$ cat config.mk
export PLATFORM = sky130hd
export DESIGN_NAME = pll_lock_rst_seq
export DESIGN_NICKNAME = d
export VERILOG_FILES = /design/src/rtl/pll_lock_rst_seq.sv
export SDC_FILE = /design/constraint.sdc
export NUM_CORES = 1
export LEC_CHECK = 0
export BUFFER_PORTS_ARGS = -buffer_cell sky130_fd_sc_hd__buf_4
export CORE_ASPECT_RATIO = 1.25
export CORE_MARGIN = 4
export CORE_UTILIZATION = 54
export CTS_BUF_LIST = sky130_fd_sc_hd__clkbuf_8 sky130_fd_sc_hd__clkbuf_16
export CTS_CLUSTER_SIZE = 16
export DETAILED_ROUTE_END_ITERATION = 16
export GPL_TIMING_DRIVEN = 0
export PLACE_DENSITY = 0.77
export SYNTH_ARGS = -nofsm -noshare
export SYNTH_HDL_FRONTEND = slang
export SYNTH_SLANG_ARGS = --single-unit
$ cat constraint.sdc
create_clock -name clk_i -period 2.3 [get_ports clk_i]
set_input_delay 0.46 -clock clk_i [delete_from_list [all_inputs] [get_ports clk_i]]
set_output_delay 0.46 -clock clk_i [all_outputs]
set_load 0.005 [all_outputs]
$ cat src/rtl/pll_lock_rst_seq.sv
// pll_lock_rst_seq: turns the raw PLL lock into a qualified, sequenced active-low system reset.
// Define PLL_LOSS_CNT_EN to build the saturating loss-of-lock event counter (loss_cnt_o).
module pll_lock_rst_seq #(
   parameter int unsigned SYNC_STAGES        = 2,
   parameter int unsigned LOCK_STABLE_CYCLES = 1260,
   parameter int unsigned RST_HOLD_CYCLES    = 126,
   parameter int unsigned LOSS_CNT_W         = 8
) (
   input  logic                  clk_i,
   input  logic                  rst_ni,
   input  logic                  pll_lock_i,
   input  logic                  clr_flag_i,
   output logic                  sys_rst_n_o,
   output logic                  sys_ready_o,
   output logic                  lock_lost_o,
   output logic [1:0]            fsm_state_o,
   output logic [LOSS_CNT_W-1:0] loss_cnt_o
);

   localparam int unsigned CNT_MAX = (LOCK_STABLE_CYCLES > RST_HOLD_CYCLES) ?
                                     LOCK_STABLE_CYCLES : RST_HOLD_CYCLES;
   localparam int unsigned CNT_W   = $clog2(CNT_MAX) + 1;

   localparam logic [CNT_W-1:0] CNT_ZERO  = {CNT_W{1'b0}};
   localparam logic [CNT_W-1:0] CNT_ONE   = {{(CNT_W-1){1'b0}}, 1'b1};
   localparam logic [CNT_W-1:0] QUAL_LAST = CNT_W'(LOCK_STABLE_CYCLES - 1);
   localparam logic [CNT_W-1:0] HOLD_LAST = CNT_W'(RST_HOLD_CYCLES - 1);

   localparam logic [1:0] ST_WAIT = 2'd0;
   localparam logic [1:0] ST_QUAL = 2'd1;
   localparam logic [1:0] ST_HOLD = 2'd2;
   localparam logic [1:0] ST_RUN  = 2'd3;

   logic [SYNC_STAGES-1:0] sync_q;
   logic [SYNC_STAGES-1:0] sync_d;
   logic                   lock_s;

   logic [1:0]             state_q;
   logic [1:0]             state_d;
   logic [CNT_W-1:0]       cnt_q;
   logic [CNT_W-1:0]       cnt_d;
   logic [CNT_W-1:0]       cnt_step_s;
   logic                   loss_evt_s;

   logic                   sys_rst_n_q;
   logic                   sys_rst_n_d;
   logic                   sys_ready_q;
   logic                   sys_ready_d;
   logic                   lock_lost_q;
   logic                   lock_lost_d;

   // Raw lock is asynchronous to clk; only the last synchroniser stage is ever observed.
   always_comb begin
      sync_d = {sync_q[SYNC_STAGES-2:0], pll_lock_i};
   end

   always_ff @(posedge clk_i or negedge rst_ni) begin
      if (!rst_ni) begin
         sync_q <= {SYNC_STAGES{1'b0}};
      end else begin
         sync_q <= sync_d;
      end
   end

   assign lock_s = sync_q[SYNC_STAGES-1];

   always_comb begin
      state_d    = state_q;
      cnt_step_s = cnt_q;
      loss_evt_s = 1'b0;
      case (state_q)
         ST_WAIT: begin
            if (lock_s) begin
               state_d = ST_QUAL;
            end else begin
               state_d = ST_WAIT;
            end
         end
         ST_QUAL: begin
            if (!lock_s) begin
               state_d = ST_WAIT;
            end else if (cnt_q == QUAL_LAST) begin
               state_d = ST_HOLD;
            end else begin
               cnt_step_s = cnt_q + CNT_ONE;
            end
         end
         ST_HOLD: begin
            if (!lock_s) begin
               state_d = ST_WAIT;
            end else if (cnt_q == HOLD_LAST) begin
               state_d = ST_RUN;
            end else begin
               cnt_step_s = cnt_q + CNT_ONE;
            end
         end
         ST_RUN: begin
            if (!lock_s) begin
               state_d    = ST_WAIT;
               loss_evt_s = 1'b1;
            end else begin
               state_d = ST_RUN;
            end
         end
         default: begin
            state_d = ST_WAIT;
         end
      endcase
   end

   // One shared counter: every state change restarts it, so each timed state starts from zero.
   always_comb begin
      if (state_d != state_q) begin
         cnt_d = CNT_ZERO;
      end else begin
         cnt_d = cnt_step_s;
      end
   end

   always_comb begin
      sys_rst_n_d = (state_d == ST_RUN);
      sys_ready_d = (state_d == ST_RUN);
   end

   // A loss event in the same cycle as clr_flag_i must leave the flag set.
   always_comb begin
      if (loss_evt_s) begin
         lock_lost_d = 1'b1;
      end else if (clr_flag_i) begin
         lock_lost_d = 1'b0;
      end else begin
         lock_lost_d = lock_lost_q;
      end
   end

   always_ff @(posedge clk_i or negedge rst_ni) begin
      if (!rst_ni) begin
         state_q     <= ST_WAIT;
         cnt_q       <= CNT_ZERO;
         sys_rst_n_q <= 1'b0;
         sys_ready_q <= 1'b0;
         lock_lost_q <= 1'b0;
      end else begin
         state_q     <= state_d;
         cnt_q       <= cnt_d;
         sys_rst_n_q <= sys_rst_n_d;
         sys_ready_q <= sys_ready_d;
         lock_lost_q <= lock_lost_d;
      end
   end

`ifdef PLL_LOSS_CNT_EN
   logic [LOSS_CNT_W-1:0] loss_cnt_q;
   logic [LOSS_CNT_W-1:0] loss_cnt_d;

   // Saturates at all-ones; only rst_ni clears it, clr_flag_i deliberately does not.
   always_comb begin
      if (loss_evt_s && (loss_cnt_q != {LOSS_CNT_W{1'b1}})) begin
         loss_cnt_d = loss_cnt_q + {{(LOSS_CNT_W-1){1'b0}}, 1'b1};
      end else begin
         loss_cnt_d = loss_cnt_q;
      end
   end

   always_ff @(posedge clk_i or negedge rst_ni) begin
      if (!rst_ni) begin
         loss_cnt_q <= {LOSS_CNT_W{1'b0}};
      end else begin
         loss_cnt_q <= loss_cnt_d;
      end
   end

   assign loss_cnt_o = loss_cnt_q;
`else
   assign loss_cnt_o = {LOSS_CNT_W{1'b0}};
`endif

   assign sys_rst_n_o = sys_rst_n_q;
   assign sys_ready_o = sys_ready_q;
   assign lock_lost_o = lock_lost_q;
   assign fsm_state_o = state_q;

endmodule

==> flow_metrics.env <==
export IMPL_status="finished, final reports clean"
export IMPL_yosys_mux_area_fraction=0.0108
export IMPL_netlist_instances=103
export IMPL_vias_per_cell=5.53
export IMPL_antenna_found_initial=0
export IMPL_drtIter0Drc=29
export IMPL_rrSetupSlack_ns=0.24
export IMPL_setup_tns_ns=0
export IMPL_clockBufferDepth=2
export IMPL_required_ns=2.49
export IMPL_synth_simple_gate_area_frac=0.193
export IMPL_fin_cells=141
export IMPL_synth_cell_type_count=32
export IMPL_clkSinkCount=18
export IMPL_synth_compound_area_frac=0.153
export IMPL_worstSetupPathType="reg2reg"
export IMPL_numCtsBuffers=3
export IMPL_drc_errors=0
export IMPL_gp_congestion=0.812
export IMPL_dr_total_vias=780
export IMPL_grt_pass1_vias=727
export IMPL_diodes=0
export IMPL_cts_repair_resized=0
export IMPL_syn_cell_area_mm2=0.00104
export IMPL_fmax_ghz=0.484
export IMPL_utilization=0.669
export IMPL_yosysTopAreaCell="dfrtp_1"
export IMPL_start_util=0.577
export IMPL_hold_viol=0
export IMPL_io_buffer_count=8
export IMPL_final_cell_area_mm2=0.00121
export IMPL_drive_above_1_share=0.238
export IMPL_cts_tree="yes"
export IMPL_dpl_instance_area_mm2=0.00115
export IMPL_die_w_um=47.3
export IMPL_grt_max_degree=19
export IMPL_synth_top_family_by_area="simple AND/OR/NAND/NOR gates"
export IMPL_cts_root_buf="clkbuf_8"
export IMPL_r2r_cells=7
export IMPL_synth_seq_cells=18
export IMPL_htree_num_levels=1
export IMPL_die_height_um=57.2
export IMPL_die_area_mm2=0.00270
export IMPL_worstSetupEndpointType="register"
export IMPL_clkTransAtPathRegs_ns=0.07
export IMPL_post_cts_setup_buffers=0
export IMPL_worstSetupStartpoint="cnt_q[1]"
export IMPL_synth_xor_area_frac=0.0923
export IMPL_p_leak_nw=0.561
export IMPL_syn_to_final_growth_pct=15.8
export IMPL_dr_pass1_iters=4
export IMPL_yosysSeqAreaShare=0.432
export IMPL_critPathMaxFanout=9
export IMPL_io_pins=17
export IMPL_grt_pass1_wl_um=3170
export IMPL_core_area_mm2=0.00181
export IMPL_maxCapViolCount=0
export IMPL_finalNetCount=129
export IMPL_final_antenna_net_count=0
export IMPL_setup_viol=0
export IMPL_grt_overflow_total=0
export IMPL_clk_latency_ns=0.25
export IMPL_slew_viol_final=0
export IMPL_rsz0062_at_grt="no"
export IMPL_dpl_hpwl_um=1430
export IMPL_layout_common_cells="nor2_1, buf_4, dfrtp_1, xor2_1, conb_1"
export IMPL_powerDensity_mw_per_mm2=525
export IMPL_min_period_over_period=0.898
export IMPL_hold_path_class="in2async"
export IMPL_r2r_end="cnt_q[1]"
export IMPL_syn_avg_cell_area_um2=10.1
export IMPL_yosys_warnings=0
export IMPL_arrival_ns=2.25
export IMPL_reg2reg_from="cnt_q[1]"
export IMPL_std_cell_rows=17
export IMPL_worst_pin_slew_ns=0.561
export IMPL_regArea_um2=450
export IMPL_slew_headroom=0.625
export IMPL_ir_worst_vdd_v=0.000450
export IMPL_startpoint_type="register"
export IMPL_grt_total_usage=0.160
export IMPL_dp_cells=137
export IMPL_yosysTopAreaCellShare=0.432
export IMPL_finalWirelength_um=1900
export IMPL_synthAdderAreaFrac=0.0240
export IMPL_drt_wirelength_per_cell_um=13.5
export IMPL_ctsHoldBuffers=0
export IMPL_skew_ns=0.00180
export IMPL_fillers=148
export IMPL_finalCriticalPeriod_ns=2.06
export IMPL_multiInputGateArea_um2=524
export IMPL_ys_top_cells_by_area="dfrtp_1, xor2_1, buf_4"
export IMPL_whs_ns=0.0613
area by class of cell:
class	count	share of cell area
plain buffers	11	0.0663
clock buffers	4	0.0455
inverters	4	0.0124
multi-input cells	77	0.434
flip-flops and latches	18	0.373
well taps	19	0.0197
repair buffers	8	0.0497
routing by layer:
layer  vias up  routed length [µm]  global-route usage
met5         -                   0                   0
met4         0                  31              0.0711
met3         6                 123              0.0379
met2        20                 916               0.259
met1       370                 831               0.195
li1        384                   -                   -
cell usage after synthesis (all sizes together):
cell / number
nor4b: 1
mux2: 1
a31oi: 2
buf: 11
and3: 2
a21oi: 2
nor3: 1
o21a: 1
and4: 1
inv: 4
dfrtp: 18
o21ai: 4
nor2: 18
nand2b: 1
nand4: 2
nand2: 3
and2: 1
nor3b: 2
a21boi: 1
o2111ai: 6
o32ai: 1
o21bai: 1
conb: 1
a311oi: 1
xor2: 11
nand3: 2
and4b: 2
ha: 2
flip-flops by register name, indices dropped and copies added (netlist names):
| signal | count |
|---|---|
| sys_ready_o | 1 |
| lock_lost_o | 1 |
| cnt_q | 12 |
| sync_q | 2 |
| fsm_state_o | 2 |
stage by stage:
| stage | setup WS, ns | power (mW) |
|---|---|---|
| finish | 0.235 | 0.635 |
| floorplan | 0.470 | 0.366 |
| CTS | 0.259 | 0.638 |
| global route | 0.0718 | 0.662 |
| global placement | 0.316 | 0.383 |
| detailed placement | 0.300 | 0.384 |
critical path, cell delays in order (launching register included):
cell,delay (ns)
dfrtp_1,0.40
inv_1,0.08
ha_1,0.15
nor3b_1,0.49
a31oi_4,0.24
o21ai_2,0.23
mux2_1,0.33
nor2_1,0.08
worst max-delay path by stage:
stage,cells past startpoint,slack [ns],endpoint
after floorplan,7,0.47,cnt_q[1]
after global placement,7,0.32,cnt_q[1]
after detailed placement,7,0.30,cnt_q[1]
after CTS,7,0.26,cnt_q[1]
after global routing,7,0.07,cnt_q[1]
final,7,0.24,cnt_q[1]
report_power, final:
part / total, mW / internal (mW) / switching [mW]
clock network: 0.256 / 0.152 / 0.104
registers: 0.326 / 0.321 / 0.00466
logic: 0.0527 / 0.0233 / 0.0294
total: 0.635 / 0.496 / 0.138
kinds of logic (layout without fill, tap and decap cells):
kind of cell             after synthesis  in the layout
AO/OA/AOI/OAI                         19             19
XOR/XNOR                              11             11
buffers and inverters                 15             27
other                                  1              8
multiplexers                           1              1
adder cells (fa/ha/maj)                2              2
flip-flops                            18             18
AND/OR/NAND/NOR                       36             36
Note: power is estimated with default switching activity, not from simulation.
